`config.mk`:
```
export PLATFORM = sky130hd
export DESIGN_NAME = alu_operand_stage
export DESIGN_NICKNAME = d
export VERILOG_FILES = /design/src/rtl/alu_operand_pkg.sv /design/src/rtl/imm_extend.sv /design/src/rtl/alu_operand_stage.sv
export SDC_FILE = /design/constraint.sdc
export NUM_CORES = 1
export LEC_CHECK = 0
export BUFFER_PORTS_ARGS = -buffer_cell sky130_fd_sc_hd__buf_2
export CORE_MARGIN = 1
export CORE_UTILIZATION = 38
export DETAILED_ROUTE_END_ITERATION = 8
export GPL_TIMING_DRIVEN = 0
export PLACE_DENSITY = 0.73
export SYNTH_ARGS = -nofsm -noshare
export SYNTH_HDL_FRONTEND = slang
export SYNTH_SLANG_ARGS = --single-unit
```
`constraint.sdc`:
```
create_clock -name clk -period 1.74 [get_ports clk]
set_clock_uncertainty 0.1 [all_clocks]
set_input_delay 0.348 -clock clk [delete_from_list [all_inputs] [get_ports clk]]
set_output_delay 0.348 -clock clk [all_outputs]
set_load 0.01 [all_outputs]
```
`src/rtl/alu_operand_pkg.sv`:
```
// Shared constants for the ALU operand-select stage: forwarding source codes
// and the default operand width.
package alu_operand_pkg;

    localparam int unsigned DEFAULT_DATA_W = 16;

    localparam logic [1:0] SRC_REG = 2'b00;
    localparam logic [1:0] SRC_EX  = 2'b01;
    localparam logic [1:0] SRC_MEM = 2'b10;

endpackage

```
`src/rtl/imm_extend.sv`:
```
// Combinational IMM_W -> DATA_W immediate extender, sign or zero fill
// selected by imm_signed.
module imm_extend #(
    parameter int unsigned DATA_W = 16,
    parameter int unsigned IMM_W  = 4
) (
    input  logic [IMM_W-1:0]  imm,
    input  logic              imm_signed,
    output logic [DATA_W-1:0] imm_ext
);

    if (IMM_W == DATA_W) begin : g_pass
        logic unused_imm_signed;
        assign unused_imm_signed = imm_signed;
        assign imm_ext = imm;
    end else begin : g_ext
        logic fill;
        assign fill    = imm_signed & imm[IMM_W-1];
        assign imm_ext = {{(DATA_W - IMM_W){fill}}, imm};
    end

endmodule

```
`src/rtl/alu_operand_stage.sv`:
```
// Registered two-operand select stage with immediate extension, a one-deep
// valid/ready register with flush, and a saturating stall counter.
// EX/MEM forwarding is enabled by defining ALU_OPERAND_FWD_EN.
module alu_operand_stage
    import alu_operand_pkg::*;
#(
    parameter int unsigned DATA_W      = DEFAULT_DATA_W,
    parameter int unsigned IMM_W       = 4,
    parameter int unsigned STALL_CNT_W = 4
) (
    input  logic                   clk,
    input  logic                   rst,
    input  logic                   in_valid,
    output logic                   in_ready,
    input  logic [DATA_W-1:0]      rs1_data,
    input  logic [DATA_W-1:0]      rs2_data,
    input  logic [IMM_W-1:0]       imm,
    input  logic                   imm_signed,
    input  logic                   b_src,
    input  logic [1:0]             fwd_a_sel,
    input  logic [1:0]             fwd_b_sel,
    input  logic [DATA_W-1:0]      ex_result,
    input  logic [DATA_W-1:0]      mem_result,
    input  logic                   flush,
    output logic                   out_valid,
    input  logic                   out_ready,
    output logic [DATA_W-1:0]      op_a,
    output logic [DATA_W-1:0]      op_b,
    output logic [STALL_CNT_W-1:0] stall_cnt
);

    logic [DATA_W-1:0]      imm_ext;
    logic [DATA_W-1:0]      a_sel, b_reg_sel, b_sel;
    logic [DATA_W-1:0]      op_a_q, op_a_d, op_b_q, op_b_d;
    logic                   out_valid_q, out_valid_d;
    logic [STALL_CNT_W-1:0] stall_cnt_q, stall_cnt_d;
    logic                   load, stalled;

    imm_extend #(
        .DATA_W (DATA_W),
        .IMM_W  (IMM_W)
    ) u_imm_extend (
        .imm        (imm),
        .imm_signed (imm_signed),
        .imm_ext    (imm_ext)
    );

`ifdef ALU_OPERAND_FWD_EN
    always_comb begin
        a_sel = rs1_data;
        case (fwd_a_sel)
            SRC_EX:  a_sel = ex_result;
            SRC_MEM: a_sel = mem_result;
            default: a_sel = rs1_data;
        endcase
        b_reg_sel = rs2_data;
        case (fwd_b_sel)
            SRC_EX:  b_reg_sel = ex_result;
            SRC_MEM: b_reg_sel = mem_result;
            default: b_reg_sel = rs2_data;
        endcase
    end
`else
    logic unused_fwd;
    assign unused_fwd = ^{fwd_a_sel, fwd_b_sel, ex_result, mem_result};
    assign a_sel      = rs1_data;
    assign b_reg_sel  = rs2_data;
`endif

    assign b_sel    = b_src ? imm_ext : b_reg_sel;
    assign in_ready = !out_valid_q || out_ready;
    assign load     = in_valid && in_ready && !flush;
    assign stalled  = out_valid_q && !out_ready;

    always_comb begin
        out_valid_d = out_valid_q;
        op_a_d      = op_a_q;
        op_b_d      = op_b_q;
        // Flush wins over both load and hold; operands are left as they were.
        if (flush) begin
            out_valid_d = 1'b0;
        end else if (load) begin
            out_valid_d = 1'b1;
            op_a_d      = a_sel;
            op_b_d      = b_sel;
        end else if (out_ready) begin
            out_valid_d = 1'b0;
        end

        stall_cnt_d = '0;
        if (stalled) begin
            stall_cnt_d = (stall_cnt_q == '1) ? stall_cnt_q : stall_cnt_q + STALL_CNT_W'(1);
        end
    end

    always_ff @(posedge clk or posedge rst) begin
        if (rst) begin
            out_valid_q <= 1'b0;
            op_a_q      <= '0;
            op_b_q      <= '0;
            stall_cnt_q <= '0;
        end else begin
            out_valid_q <= out_valid_d;
            op_a_q      <= op_a_d;
            op_b_q      <= op_b_d;
            stall_cnt_q <= stall_cnt_d;
        end
    end

    assign out_valid = out_valid_q;
    assign op_a      = op_a_q;
    assign op_b      = op_b_q;
    assign stall_cnt = stall_cnt_q;

endmodule
```
==> metrics, run 1 <==
RSZ-0062 raised after global routing no; GRT overflow 0; post_cts resized 0; Seq/Total Area, Yosys 57.3%; post-layout util 54.9%; Leakage 1.16 nW; f_max 616 MHz; CTS tree yes; first drt pass iteration count 4; critical path class flop to flop; Ant. Diodes 0; Vias/cell 4.60; share of cells above drive strength 1 60.7%; Routed WL 3040 µm; Final Max Slew Viols 0; clk sink count 37; GPL Wtd Cong 0.766; CTS clk-pin slew, worst paths 70 ps; Die Height 67.2 µm; die width 67.2 µm; core area 4030 µm²; wire length per cell 11.5 µm; H-Tree Depth 2; nets 293; number of I/O port buffers 79; type of the tightest min-delay check input port to asynchronous set/reset pin; cell count after placement 253; Post-Syn Instances 124; final hold vios 0; pwr dens 1030 nW/µm²; maximum VDD drop 0.593 mV; initial antenna violation count 0; Final min period 1620 ps; HPWL Detailed 2240 µm; Crit. End Element flop; post-route antenna net violation count 0; Clock Tree Buf Depth 2; I/O pins 117; GRT Total Usage 14.4%; max_slew headroom 48.5%; Max Cap Viol 0; Critical Path AT 1690 ps; DRC Markers 0; Mapped Nets 204; final worst setup slack 117 ps; clock latency on the worst-skew pair 280 ps; vias in the first global route 1086; commonest non-fill, non-tap cell in the layout buf_2; first-pass GRT wire length 4700 µm; Fillers 366; final number of setup-violating endpoints 0; Area Overhead vs Synth 36.9%; post-route cell area 2210 µm²; site row count 23; Slew @ Worst Pin 772 ps; clk root buf clkbuf_8; Syn Std Cell Area 1620 µm²; largest net degree at the start of global routing 38; Starting Density 40.1%; most frequent cells in the layout 80 x buf_2, 37 x dfrtp_1, 34 x mux2_2; Worst Path Required 1810 ps; startpoint types flop; Worst Path Max Fanout 10; post-place instance area 2070 µm²; Vias 1214; synthesized area per cell 13.0 µm²; final worst path period share 93.2%; status finished clean; #FFs+latches synth 37; filler-free cell count of the finished design 264; Num CTS Buffers 5; R2R cell count 6; YS warnings 0; number of distinct library cells after synthesis 21; Iter 0 DRT Violations 12; Setup WS pre-CTS -92.3 ps; Die Area 4520 µm²
-- worst max-delay path, cell delays in order, from the launching register on --
cell and delay (ps):
dfrtp_1 380, nand2b_1 70, buf_4 140, nor3b_4 190
buf_4 150, buf_6 140, mux2_2 340
-- through the flow --
stage	setup TNS (ps)	power, W	hold WS (ps)
after floorplan	0	0.00134	311
after global placement	-4800	0.00154	365
after detailed placement	-2530	0.00155	371
after CTS	0	0.00233	134
after global routing	0	0.00242	162
final	0	0.00228	98.9
-- synthesized netlist by cell type, drive strengths merged --
cell type  number  area (µm²)
dfrtp          37         926
nand2           1        3.75
buf             5        46.3
inv            14        52.6
a21oi           1        5.00
o21ai          12        60.1
ha              1        12.5
mux2           36         405
nand3           3        15.0
a31oi           1        6.26
nor3b           2        26.3
xnor2           1        8.76
nor2            4        15.0
nor3            2        10.0
mux2i           1        10.0
nand2b          1        6.26
clkbuf          2        7.51
-- final cells by class --
cell class / instances / area [µm²] / share of cell area [%]
Sequential cell: 37 / 926 / 41.8
Multi-Input combinational cell: 66 / 584 / 26.4
Timing Repair Buffer: 82 / 418 / 18.9
Clock buffer: 7 / 86.3 / 3.90
Tap cell: 50 / 62.6 / 2.83
Buffer: 7 / 53.8 / 2.43
Inverter: 14 / 52.6 / 2.37
Clock inverter: 1 / 30.0 / 1.36
-- report_power, final --
part	total [W]	internal (W)	switching [W]	leakage (nW)
clock	0.000754	0.000467	0.000287	0.0585
combinational	0.000478	0.000260	0.000217	0.648
sequential	0.00105	0.000995	0.0000581	0.453
-- logic make-up (layout without fill, tap and decap cells) --
kind of cell / count (synthesis) / after routing / synth area share, %
AND/OR/NAND/NOR: 13 / 13 / 4.72
XOR/XNOR: 1 / 1 / 0.542
flip-flops: 37 / 37 / 57.3
multiplexers: 37 / 37 / 25.7
buffers and inverters: 21 / 111 / 6.58
AO/OA/AOI/OAI: 14 / 14 / 4.41
adder cells (fa/ha/maj): 1 / 1 / 0.774
-- state kept, by name (all words and copies together) (netlist names) --
| register | flops |
|---|---|
| out_valid | 1 |
| stall_cnt | 4 |
| op_a | 16 |
| op_b | 16 |
-- path summary, 6_finish.rpt --
check | to | slack (ps) | from
setup / recovery | op_b[11] | 120 | out_valid
hold / removal | op_a[2] | 100 | rst
setup reg to reg | op_b[11] | 120 | out_valid
hold reg to reg | op_b[9] | 380 | op_b[9]
max in group asynchronous | stall_cnt[3] | 940 | rst
min in group clk | out_valid | 160 | flush
-- layer usage --
layer | vias to the layer above | share of wire [%] | GRT usage, %
li1 | 596 | - | -
met1 | 558 | 44 | 16.1
met2 | 54 | 45 | 23.8
met3 | 6 | 9.5 | 6.25
met4 | 0 | 1.7 | 6.38
met5 | - | 0 | 0
-- timing repair --
item | 4_1_cts | 5_1_grt
hold buffers | 0 | 0
buffers inserted | 3 | 0
endpoints found under the setup margin | 30 | 0
Note: power is estimated with default switching activity, not from simulation.
==> inputs of run 2 (changes only) <==
--- a/config.mk
+++ b/config.mk
@@ -6,11 +6,13 @@
 export NUM_CORES = 1
 export LEC_CHECK = 0
 export BUFFER_PORTS_ARGS = -buffer_cell sky130_fd_sc_hd__buf_2
+export CELL_PAD_IN_SITES_DETAIL_PLACEMENT = 1
+export CELL_PAD_IN_SITES_GLOBAL_PLACEMENT = 2
 export CORE_MARGIN = 1
-export CORE_UTILIZATION = 38
+export CORE_UTILIZATION = 23
 export DETAILED_ROUTE_END_ITERATION = 8
 export GPL_TIMING_DRIVEN = 0
-export PLACE_DENSITY = 0.73
+export PLACE_DENSITY = 0.86
 export SYNTH_ARGS = -nofsm -noshare
 export SYNTH_HDL_FRONTEND = slang
 export SYNTH_SLANG_ARGS = --single-unit
==> run 2 against run 1 <==
  * Routed wire length rose by 23%
  * Sequential power hardly changed
  * Global-route usage decreased by 3.4 points
  * Sequential share of layout area decreased by 1.1 points
  * Setup slack got worse by 30 ps
  * Register-to-register slack worse by 30 ps
  * Highest routed layer unchanged
==> metrics, run 2 (synthesis gave the netlist of run 1 again) <==
status finished clean; CTS clk-pin slew, worst paths 80 ps; post-route antenna net violation count 0; setup TNS 0 ps; I/O pins 117; Iter 0 DRT Violations 34; Area Overhead vs Synth 40.5%; first-pass GRT wire length 6310 µm; Num CTS Buffers 5; share of cells above drive strength 1 61.0%; hold_buf cts 0; Critical Path AT 1720 ps; vias in the first global route 1318; Vias 1255; clock latency on the worst-skew pair 280 ps; maximum VDD drop 0.472 mV; CP max stage delay 390 ps; startpoint types flop; largest net degree at the start of global routing 38; CTS tree yes; Die Height 85.8 µm; CP bufs+invs 3; pwr dens 1020 nW/µm²; most frequent cells in the layout 80 x buf_2, 37 x dfrtp_1, 34 x mux2_2; CP dominant cell by count buf_6; core area 6790 µm²; H-Tree Depth 2; Ant. Diodes 0; Worst Path Required 1810 ps; crit path max-delay cell type dfrtp_1; max_slew headroom 46.2%; type of the tightest min-delay check input port to asynchronous set/reset pin; final hold vios 0; worst-path cell chain nand2b_1 > buf_4 > nor3b_4 > buf_6 > buf_6 > mux2_2; Max Cap Viol 0; Final min period 1650 ps; HPWL Detailed 2770 µm; Hold WS 103 ps; site row count 30; final number of setup-violating endpoints 0; nets 292; Fillers 778; first drt pass iteration count 3; Worst Path Max Fanout 10; post-route cell area 2270 µm²; clk root buf clkbuf_8; post-layout util 33.4%; Vias/cell 4.06; Final Max Slew Viols 0; RSZ-0062 raised after global routing no; final worst path period share 95.0%; number of I/O port buffers 79; DRC Markers 0; GRT Total Usage 11.1%; Die Area 7370 µm²; GPL Wtd Cong 0.650; critical path class flop to flop; Leakage 1.15 nW; f_max 605 MHz; Slew @ Worst Pin 805 ps; Clock Tree Buf Depth 2; Starting Density 23.8%; clk sink count 37; die width 85.8 µm; Crit. End Element flop; GRT overflow 0; initial antenna violation count 0; Top delay family on crit path buffers and inverters; Routed WL 3730 µm; commonest non-fill, non-tap cell in the layout buf_2; post-place instance area 2130 µm²; wire length per cell 12.1 µm; overall power 0.00232 W
==> run 2: changes by cell type in the layout (fill, tap and decap cells not counted) <==
cell / previous run / this run
clkinvlp_4: 0 / 1
buf_4: 4 / 2
clkbuf_1: 3 / 2
buf_6: 3 / 4
==> run 2: report_power, final <==
| group | total, W | internal (W) | switching [W] |
|---|---|---|---|
| Combinational | 0.000482 | 0.000259 | 0.000223 |
| Clock | 0.000780 | 0.000466 | 0.000314 |
| Sequential | 0.00106 | 0.000994 | 0.0000644 |
==> run 2: layout make-up <==
class | count | area (µm²) | share of cell area, %
buffer | 7 | 53.8 | 2.37
clock buffer | 6 | 82.6 | 3.64
clock inverter | 2 | 37.5 | 1.65
inverter | 14 | 52.6 | 2.31
multi-input combinational | 66 | 584 | 25.7
sequential | 37 | 926 | 40.8
tap | 96 | 120 | 5.29
timing repair buffer | 81 | 414 | 18.2
==> run 2: routing by layer <==
metal | routed length, µm | GRT usage, % | part of all wire [%] | vias up
li1 | - | - | - | 594
met1 | 1650 | 13.3 | 44 | 603
met2 | 1760 | 18.4 | 47 | 56
met3 | 306 | 4.62 | 8.2 | 2
met4 | 12 | 2.73 | 0.32 | 0
met5 | 0 | 0 | 0 | -
==> run 2: final timing paths <==
kind,from,endpoint,slack [ps],depth (start not counted)
worst max register to register,out_valid,op_b[11],90,6
worst max-delay path,out_valid,op_b[11],90,6
worst min register to register,op_b[9],op_b[9],390,1
min in group clk,flush,out_valid,170,2
max in group asynchronous,rst,op_b[15],910,2
worst min-delay path,rst,op_a[0],100,2
==> run 2: worst register-to-register path: cells and delay by family, from the launching register on <==
family / cells / cell delay (ps)
simple gates: 2 / 250
mux: 1 / 350
flops: 1 / 390
buf+inv: 3 / 440
==> run 2: stage by stage <==
step                      setup slack (ps)  std cells
after floorplan                       99.0        124
after global placement                -151        299
after detailed placement              -109        299
after CTS                             55.3        309
after global routing                  13.3        309
final                                 87.2        309
==> run 2: repair_timing <==
action | CTS | global route
setup endpoints to repair | 30 | 10
hold endpoints to repair | 0 | 0
pin swaps | 0 | 0
resized for setup | 0 | 1
setup buffers | 2 | 0
==> inputs of run 3 (changes only) <==
--- a/config.mk
+++ b/config.mk
@@ -5,14 +5,16 @@
 export SDC_FILE = /design/constraint.sdc
 export NUM_CORES = 1
 export LEC_CHECK = 0
+export ABC_AREA = 1
 export BUFFER_PORTS_ARGS = -buffer_cell sky130_fd_sc_hd__buf_2
 export CELL_PAD_IN_SITES_DETAIL_PLACEMENT = 1
 export CELL_PAD_IN_SITES_GLOBAL_PLACEMENT = 2
 export CORE_MARGIN = 1
-export CORE_UTILIZATION = 23
+export CORE_UTILIZATION = 20
+export CTS_CLUSTER_DIAMETER = 30
 export DETAILED_ROUTE_END_ITERATION = 8
 export GPL_TIMING_DRIVEN = 0
-export PLACE_DENSITY = 0.86
+export PLACE_DENSITY = 0.85
 export SYNTH_ARGS = -nofsm -noshare
 export SYNTH_HDL_FRONTEND = slang
 export SYNTH_SLANG_ARGS = --single-unit
==> run 3 against run 2 <==
  * Flip-flop and latch count is the same
  * Sequential power is essentially flat
  * Critical path depth shrank 4
  * Synthesized cell count grew 71%
  * Sequential share of layout area shrank 0.71 points
  * Via count grew 29%
  * Synthesized area grew 3.1%
  * Register-to-register slack gained 370 ps
  * Worst hold slack gained 5.6 ps
  * Combinational power shrank 10%
==> metrics, run 3 <==
status finished clean; filler-free cell count of the finished design 402; Syn Std Cell Area 1670 µm²; R2R Path Start out_valid; clock latency on the worst-skew pair 280 ps; maximum VDD drop 0.262 mV; most area-hungry cell type in the Yosys netlist dfrtp_1; Ant. Diodes 0; Mapped Nets 292; Leakage 1.40 nW; Post-Syn Instances 212; crit path max-delay cell type dfrtp_1; H-Tree Depth 2; startpoint types flop; Fillers 1006; DRC Markers 0; Starting Density 21.1%; GPL Wtd Cong 0.705; number of I/O port buffers 80; nets 379; Vias 1615; final worst path period share 79.5%; prevailing post-synth register cell dfrtp_1; GRT overflow 0; Max Cap Viol 0; setup TNS 0 ps; die width 93.3 µm; CTS clk-pin slew, worst paths 80 ps; postcts setup bufs 0; cell count after placement 394; initial antenna violation count 0; most frequent cell after synthesis nand2_1; ys async rst share 100%; GRT Total Usage 11.6%; post_cts resized 0; Final Max Slew Viols 0; most frequent cells in the layout 139 x nand2_1, 81 x buf_2, 37 x dfrtp_1; Top delay family on crit path flip-flops; sequential standard cell area 926 µm²; Slew @ Worst Pin 798 ps; Routed WL 4510 µm; pwr dens 972 nW/µm²; Setup WS pre-CTS 383 ps; Iter 0 DRT Violations 27; clk root buf clkbuf_8; vias in the first global route 1700; Vias/cell 4.02; RSZ-0062 raised after global routing no; Seq/Total Area, Yosys 55.6%; share of cells above drive strength 1 33.3%; synthesized area per cell 7.86 µm²; Critical Path AT 940 ps; crit path launch out_valid; f_max 723 MHz; R2R cell count 6; R2R Path End op_a[8]; clk sink count 37; CTS tree yes; number of distinct library cells after synthesis 16; max_slew headroom 46.7%; final hold vios 0; Synth top area share 55.6%; Clock Tree Buf Depth 2; Final min period 1380 ps; first-pass GRT wire length 7960 µm; final number of setup-violating endpoints 0; #FFs+latches synth 37; synth cell count leaders 139 x nand2_1, 37 x dfrtp_1, 10 x inv_1, 6 x nand3_1; number of synthesized flops with an enable pin 0; Die Height 93.3 µm; worst-path cell chain nand2_2 > buf_2; Worst Path Max Fanout 3; CP bufs+invs 1; wire length per cell 11.2 µm; type of the tightest min-delay check input port to asynchronous set/reset pin; final worst setup slack 356 ps; post-route antenna net violation count 0; first drt pass iteration count 4; hold_buf cts 0; area of the multi-input gates 631 µm²; commonest non-fill, non-tap cell in the layout nand2_1; Num CTS Buffers 5; Crit. End Element primary output; synth top area cells dfrtp_1 56%, nand2_1 31%, buf_6 2.7%; I/O pins 117; critical path class flop to primary output; Area Overhead vs Synth 38.7%; CP max stage delay 400 ps; core area 7890 µm²; HPWL Detailed 3470 µm; Worst Path Required 1290 ps; YS warnings 0; largest net degree at the start of global routing 38; R2R Setup Slk 460 ps; Die Area 8700 µm²; site row count 32
[run 3: layout make-up]
class | instances | share of cell area, %
sequential | 37 | 40.1
multi-input combinational | 157 | 27.3
timing repair buffer | 80 | 17.3
tap | 102 | 5.52
clock buffer | 7 | 3.74
buffer | 8 | 3.14
inverter | 10 | 1.62
clock inverter | 1 | 1.30
[run 3: power by group]
part           leakage (nW)  internal (W)  switching (W)
clock network        0.0585      0.000468       0.000313
registers             0.470      0.000973      0.0000607
logic                 0.871      0.000186       0.000247
[run 3: worst max path at each step]
stage,slack (ps),endpoint,depth (start not counted)
after floorplan,460,op_a[0],1
after global placement,-120,op_a[14],2
after detailed placement,380,op_b[2],7
after CTS,310,in_ready,2
after global routing,280,in_ready,2
final,360,in_ready,2
[run 3: cells by family after synthesis]
| family | after synthesis | share of synthesized area, % |
|---|---|---|
| and+or+nand+nor | 153 | 36.0 |
| DFF | 37 | 55.6 |
| buffers and inverters | 18 | 6.61 |
| AOI/OAI and AO/OA | 3 | 1.05 |
| adders and majority gates | 1 | 0.751 |
[run 3: worst reg2reg max path, delay by kind of cell (launching register included)]
family | cells | cell delay, ps
flip-flops | 1 | 400
AND/OR/NAND/NOR | 4 | 400
buffers and inverters | 2 | 330
[run 3: per-layer routing]
metal  part of all wire [%]  vias to the layer above  GRT usage, %
li1                       -                      813             -
met1                     45                      738          13.8
met2                     47                       58          20.1
met3                    6.6                        6          3.17
met4                    1.4                        0          3.85
met5                      0                        -             0
[run 3: stage by stage]
stage | area (µm²) | util, % | hold slack [ps] | power, W
2_1_floorplan | 1670 | - | 314 | 0.00127
3_3_place_gp | 2190 | 27.8 | 349 | 0.00149
3_5_place_dp | 2190 | 27.8 | 356 | 0.00150
4_1_cts | 2310 | 29.3 | 111 | 0.00230
5_1_grt | 2310 | 29.3 | 113 | 0.00240
6_report | 2310 | 29.3 | 108 | 0.00225
